--- src/rtl/cdma_pkg.sv ---
// Shared CDMA scheduler types and widths. The despreader also uses these.
package cdma_pkg;

  localparam int DEF_DATA_W   = 4;
  localparam int DEF_CODE_LEN = 4;
  localparam int CHIP_IDX_W   = $clog2(DEF_CODE_LEN);
  localparam int BIT_IDX_W    = $clog2(DEF_DATA_W + 1);

  typedef enum logic [2:0] {
    S_IDLE,
    S_GATHER,
    S_LOAD,
    S_SEND,
    S_DONE
  } sched_state_t;

  // Counter width that stays at least 1 bit, even for a modulus of 1
  function automatic int cnt_w(input int n);
    return (n > 1) ? $clog2(n) : 1;
  endfunction

endpackage

--- src/rtl/cdma_chip_timer.sv ---
// Chip prescaler and chip index counter. Strobes on the first cycle of every chip and
// flags the final cycle of a bit.
module cdma_chip_timer
  import cdma_pkg::*;
#(
  parameter int CODE_LEN = DEF_CODE_LEN,
  parameter int CHIP_DIV = 50,
  parameter int CHIP_W   = $clog2(CODE_LEN)
) (
  input  logic              i_clk,
  input  logic              i_rst,
  input  logic              i_en,
  input  logic              i_clr,
  output logic              o_chip_stb,
  output logic              o_bit_wrap,
  output logic [CHIP_W-1:0] o_chip_idx
);
  localparam int DIV_W = cnt_w(CHIP_DIV);

  logic [DIV_W-1:0]  r_div;
  logic [CHIP_W-1:0] r_chip;
  logic              w_div_last;
  logic              w_chip_last;

  assign w_div_last  = (r_div == DIV_W'(CHIP_DIV - 1));
  assign w_chip_last = (r_chip == CHIP_W'(CODE_LEN - 1));

  always_ff @(posedge i_clk or posedge i_rst) begin
    if (i_rst) begin
      r_div  <= '0;
      r_chip <= '0;
    end else if (i_clr) begin
      r_div  <= '0;
      r_chip <= '0;
    end else if (i_en) begin
      r_div <= w_div_last ? '0 : r_div + 1'b1;
      if (w_div_last) r_chip <= w_chip_last ? '0 : r_chip + 1'b1;
    end
  end

  assign o_chip_stb = i_en & (r_div == '0);
  assign o_bit_wrap = i_en & w_div_last & w_chip_last;
  assign o_chip_idx = r_chip;

endmodule

--- src/rtl/cdma_frame_scheduler.sv ---
// CDMA frame scheduler: gathers one word per user, then walks bits MSB-first, chip by chip.
// Define CDMA_PILOT_EN to prepend an all-ones pilot bit and expose pilot_flag.
module cdma_frame_scheduler
  import cdma_pkg::*;
#(
  parameter int NUM_USERS  = 2,
  parameter int DATA_W     = DEF_DATA_W,
  parameter int CODE_LEN   = DEF_CODE_LEN,
  parameter int CHIP_DIV   = 50,
  parameter int GATHER_CYC = 8
) (
  input  logic                          CLOCK_50,
  input  logic                          reset,
  input  logic [NUM_USERS-1:0]          usr_valid,
  input  logic [NUM_USERS*DATA_W-1:0]   usr_data,
  output logic [NUM_USERS-1:0]          usr_ready,
  output logic [NUM_USERS-1:0]          user_mask,
  output logic [NUM_USERS-1:0]          tx_bits,
  output logic                          chip_stb,
  output logic [$clog2(CODE_LEN)-1:0]   chip_idx,
  output logic [$clog2(DATA_W+1)-1:0]   bit_idx,
  output logic                          frame_start,
  output logic                          frame_done,
  output logic                          busy
`ifdef CDMA_PILOT_EN
  ,
  output logic                          pilot_flag
`endif
);
`ifdef CDMA_PILOT_EN
  localparam int PIL = 1;
`else
  localparam int PIL = 0;
`endif
  localparam int CHIP_W   = $clog2(CODE_LEN);
  localparam int BIT_W    = $clog2(DATA_W + 1);
  localparam int LAST_BIT = DATA_W - 1 + PIL;
  localparam int G_W      = cnt_w(GATHER_CYC);
  localparam int G_LAST   = (GATHER_CYC > 0) ? GATHER_CYC - 1 : 0;

  sched_state_t                          r_state, w_next;
  logic [G_W-1:0]                        r_gcnt;
  logic [NUM_USERS-1:0]                  r_mask;
  logic [NUM_USERS-1:0][DATA_W-1:0]      r_words;
  logic [BIT_W-1:0]                      r_bit;
  logic [BIT_W-1:0]                      w_dsel;
  logic [DATA_W-1:0]                     w_word;
  logic [NUM_USERS-1:0]                  w_tx;
  logic                                  w_send, w_chip_stb, w_bit_wrap;
  logic [CHIP_W-1:0]                     w_chip_idx;

  assign w_send = (r_state == S_SEND);

  cdma_chip_timer #(
    .CODE_LEN(CODE_LEN),
    .CHIP_DIV(CHIP_DIV),
    .CHIP_W  (CHIP_W)
  ) u_timer (
    .i_clk     (CLOCK_50),
    .i_rst     (reset),
    .i_en      (w_send),
    .i_clr     (!w_send),
    .o_chip_stb(w_chip_stb),
    .o_bit_wrap(w_bit_wrap),
    .o_chip_idx(w_chip_idx)
  );

  always_ff @(posedge CLOCK_50 or posedge reset) begin
    if (reset) r_state <= S_IDLE;
    else       r_state <= w_next;
  end

  always_comb begin
    w_next = r_state;
    case (r_state)
      S_IDLE:   if (|usr_valid) w_next = (GATHER_CYC == 0) ? S_LOAD : S_GATHER;
      S_GATHER: if (r_gcnt == G_W'(G_LAST)) w_next = S_LOAD;
      S_LOAD:   w_next = (|usr_valid) ? S_SEND : S_IDLE;
      S_SEND:   if (w_bit_wrap && r_bit == BIT_W'(LAST_BIT)) w_next = S_DONE;
      S_DONE:   w_next = S_IDLE;
      default:  w_next = S_IDLE;
    endcase
  end

  always_ff @(posedge CLOCK_50 or posedge reset) begin
    if (reset) begin
      r_gcnt  <= '0;
      r_mask  <= '0;
      r_words <= '0;
      r_bit   <= '0;
    end else begin
      r_gcnt <= (r_state == S_GATHER) ? r_gcnt + 1'b1 : '0;
      if (r_state == S_LOAD) begin
        r_mask <= usr_valid;
        for (int i = 0; i < NUM_USERS; i++)
          if (usr_valid[i]) r_words[i] <= usr_data[i*DATA_W +: DATA_W];
      end
      if (!w_send)        r_bit <= '0;
      else if (w_bit_wrap) r_bit <= (r_bit == BIT_W'(LAST_BIT)) ? '0 : r_bit + 1'b1;
    end
  end

  // Bit position counts down from the MSB; the pilot period shifts data bits up by one
  always_comb begin
    w_tx   = '0;
    w_word = '0;
    w_dsel = BIT_W'(LAST_BIT) - r_bit;
    for (int i = 0; i < NUM_USERS; i++) begin
      w_word  = r_words[i] >> w_dsel;
      w_tx[i] = w_word[0] & r_mask[i];
    end
    if (PIL == 1 && r_bit == '0) w_tx = r_mask;
    if (!w_send) w_tx = '0;
  end

  assign usr_ready   = (r_state == S_LOAD) ? usr_valid : '0;
  assign user_mask   = w_send ? r_mask : '0;
  assign tx_bits     = w_tx;
  assign chip_stb    = w_chip_stb;
  assign chip_idx    = w_chip_idx;
  assign bit_idx     = r_bit;
  assign frame_start = w_chip_stb & (r_bit == '0) & (w_chip_idx == '0);
  assign frame_done  = (r_state == S_DONE);
  assign busy        = (r_state != S_IDLE);
`ifdef CDMA_PILOT_EN
  assign pilot_flag  = w_send & (r_bit == '0);
`endif

endmodule

--- config.mk ---
export PLATFORM = sky130hd
export DESIGN_NAME = cdma_frame_scheduler
export DESIGN_NICKNAME = d
export VERILOG_FILES = /design/src/rtl/cdma_pkg.sv /design/src/rtl/cdma_chip_timer.sv /design/src/rtl/cdma_frame_scheduler.sv
export SDC_FILE = /design/constraint.sdc
export NUM_CORES = 1
export LEC_CHECK = 0
export CORE_MARGIN = 5
export CORE_UTILIZATION = 40
export DETAILED_ROUTE_END_ITERATION = 8
export GPL_TIMING_DRIVEN = 0
export PLACE_DENSITY = 0.66
export SYNTH_ARGS = -nofsm -noshare
export SYNTH_HDL_FRONTEND = slang
export SYNTH_HIERARCHICAL = 1
export SYNTH_SLANG_ARGS = --single-unit
export TNS_END_PERCENT = 50
--- constraint.sdc ---
create_clock -name CLOCK_50 -period 1.8 [get_ports CLOCK_50]
set_input_delay 0.27 -clock CLOCK_50 [delete_from_list [all_inputs] [get_ports CLOCK_50]]
set_output_delay 0.27 -clock CLOCK_50 [all_outputs]
set_load 0.02 [all_outputs]
==> metrics.txt <==
outcome complete, but fails checks; violated checks negative setup slack; DIE HEIGHT 71.3 um; Detailed Place HPWL 2.26 mm; Max Slew Vio Count 0; Comb power frac 7.3%; FF+latch area 677 um2; CP bufs+invs 3; P_leak 0.992 nW; Detail Route Antenna Nets 0; CTS tree yes; NetSw 0.000236 W; Post-synth EDFFs 0; clk buf depth 2; # rows 22; warnings from Yosys 6; Mapped Area 0.00151 mm2; Synth area leaders dfrtp_1 45%, mux2_4 8.0%, ha_1 6.7%; WL per Instance 14.3 um; post-synthesis cell count 132; placer congestion estimate 0.842; Worst-Margin Slew 715 ps; Slew headroom 52.3%; Total Nets Final 198; total power 0.00106 W; largest net degree at the start of global routing 20; die span in x 71.3 um; via count 1,164; Tmin final 2380 ps; first-pass GRT wire length 5.84 mm; mean post-synth cell area 11.4 um2; Pint 0.000826 W; largest area contributor in the netlist dfrtp_1; post-synthesis sequential area ratio 44.9%; 1st-pass router iterations 4; vias in the first global route 1,272; Slowest-stage cell, CP or3b_4; Total GRT Usage 13.8%; ANT cells 0; most frequent cell after synthesis dfrtp_1; Starting Density 41.1%; Layout area overhead 37.3%; Synth cell types 39; dpl ws -983 ps; post-synth top area share 44.9%; FMAX 0.419 GHz; CP delay by family, top simple AND/OR/NAND/NOR gates; WP data required 1530 ps; Fill cells 321; max-cap violations 0; Detailed Route WL 3.22 mm; Seq pwr share 58.8%; Crit. End Element output pin; final setup margin -585 ps; pwr dens 514 mW/mm2; fin crit share 132%; Setup CP Type flip-flop to output pin; clk slew on worst S/H paths 100 ps; die area 0.00509 mm2; top_reg_cell synth dfrtp_1; dpl cell area 0.00187 mm2; Avg Vias per Cell 5.17; Port Buffers 26; Yosys reg bits 27; Ports 27; final routed DRC violation total 0; area of the multi-input gates 810 um2; peak supply drop 0.000380 V; critical path arrival 2110 ps; clk_lat worst skew 280 ps; number of setup violations in the final report 9; CP max stage delay 400 ps; clock network fraction of design power 33.9%; Overflow after GRT 0; starting DRC count in detailed routing 73; clock root buffer master clkbuf_8; syn_nets 152; CP Max Fanout 4; Clock Skews 7.25 ps; Finished Cell Area 0.00207 mm2; switch share 22.2%; Core Area 0.00366 mm2; synth cell count leaders 27 x dfrtp_1, 10 x inv_1, 8 x a21oi_1, 8 x ha_1, 8 x mux2_4; htree depth 1; worst hold path type primary input to async pin; share of post-route cells with drive strength above 1 33.9%; critical path, cell by cell nand3b_1, inv_2, buf_6, or3b_4, nor4b_4, nand2_1, nor4_4, buf_4; RSZ-0062 raised after global routing yes; Hold Vio Cnt, Final 0; # hold bufs at CTS 0; total CTS buffers 3; initial antenna violation count 0; ys async rst share 100%; Worst setup SP type flip-flop; clk sinks 27
metal layers:
layer / part of all wire, % / vias up / GRT usage, % / wire, um
met2: 51 / 29 / 24.8 / 1650
met4: 0.84 / 0 / 2.51 / 27
li1: - / 554 / - / -
met1: 42 / 577 / 17.0 / 1370
met5: 0 / - / 0 / 0
met3: 5.5 / 4 / 3.23 / 176
registers in the layout (all words and copies together) (netlist names):
register and cells:
r_words 8, r_gcnt 3, r_mask 2, bit_idx 3, u_timer/r_div 6, u_timer/o_chip_idx 2
r_state 3
power by group through the flow:
stage	clock, W	combinational (W)	sequential (W)
final	0.000359	0.0000779	0.000624
after global routing	0.000397	0.0000853	0.000626
after CTS	0.000368	0.0000813	0.000624
after detailed placement	0	0.0000788	0.000635
after global placement	0	0.0000778	0.000635
after floorplan	0	0.0000396	0.000633
cell families (layout without fill, tap and decap cells):
group | count (synthesis) | count (layout) | share of synthesized area [%]
AND/OR/NAND/NOR | 43 | 43 | 18.6
flip-flops | 27 | 27 | 44.9
AO/OA/AOI/OAI | 22 | 22 | 9.56
buffers and inverters | 17 | 62 | 6.32
multiplexers | 11 | 11 | 11.6
adder cells (fa/ha/maj) | 8 | 8 | 6.65
XOR/XNOR | 4 | 4 | 2.33
layout by cell type, fill, tap and decap left out, types with 4 or more instances in the layout:
| cell type | synthesis | final |
|---|---|---|
| ha_1 | 8 | 8 |
| dfrtp_1 | 27 | 26 |
| buf_4 | 2 | 14 |
| clkdlybuf4s50_1 | 0 | 16 |
| buf_2 | 1 | 4 |
| buf_6 | 3 | 12 |
| inv_1 | 10 | 10 |
| nor2_1 | 7 | 7 |
| nand2b_1 | 4 | 4 |
| mux2_4 | 8 | 8 |
| a21oi_1 | 8 | 6 |
| nand2_1 | 6 | 6 |
what timing repair did:
| action | 4_1_cts | 5_1_grt |
|---|---|---|
| pin swaps | 12 | 9 |
| endpoints found under the setup margin | 16 | 25 |
| resized for setup | 52 | 10 |
| setup buffers | 13 | 4 |
layout make-up:
cell class              instances  area share, %
repair buffers                 42           18.3
flip-flops and latches         27           32.7
inverters                      11           2.00
well taps                      48           2.91
clock buffers                   3           2.00
multi-input cells              88           39.2
clock inverters                 1          0.424
plain buffers                   5           2.42
metrics by stage:
stage | cells | utilization (%) | hold slack [ps] | setup TNS (ps)
floorplan | 132 | - | 85.7 | -543
global placement | 206 | 51.1 | 424 | -3630
detailed placement | 206 | 51.1 | 445 | -3760
CTS | 223 | 55.9 | 288 | -2110
global route | 225 | 56.5 | 321 | -2930
finish | 225 | 56.5 | 277 | -1620
worst paths after layout:
kind                             from                to  slack (ps)  depth (start not counted)
min                             reset  u_timer/r_div[1]         280                          2
max reg2reg                r_state[2]        r_state[0]        -230                         10
max                        r_state[2]       frame_start        -580                          8
max in group asynchronous       reset        bit_idx[0]         870                          2
min reg2reg                 r_gcnt[0]         r_gcnt[0]         460                          1
min in group CLOCK_50       r_gcnt[0]         r_gcnt[0]         460                          1
(Power assumes the default switching activity.)
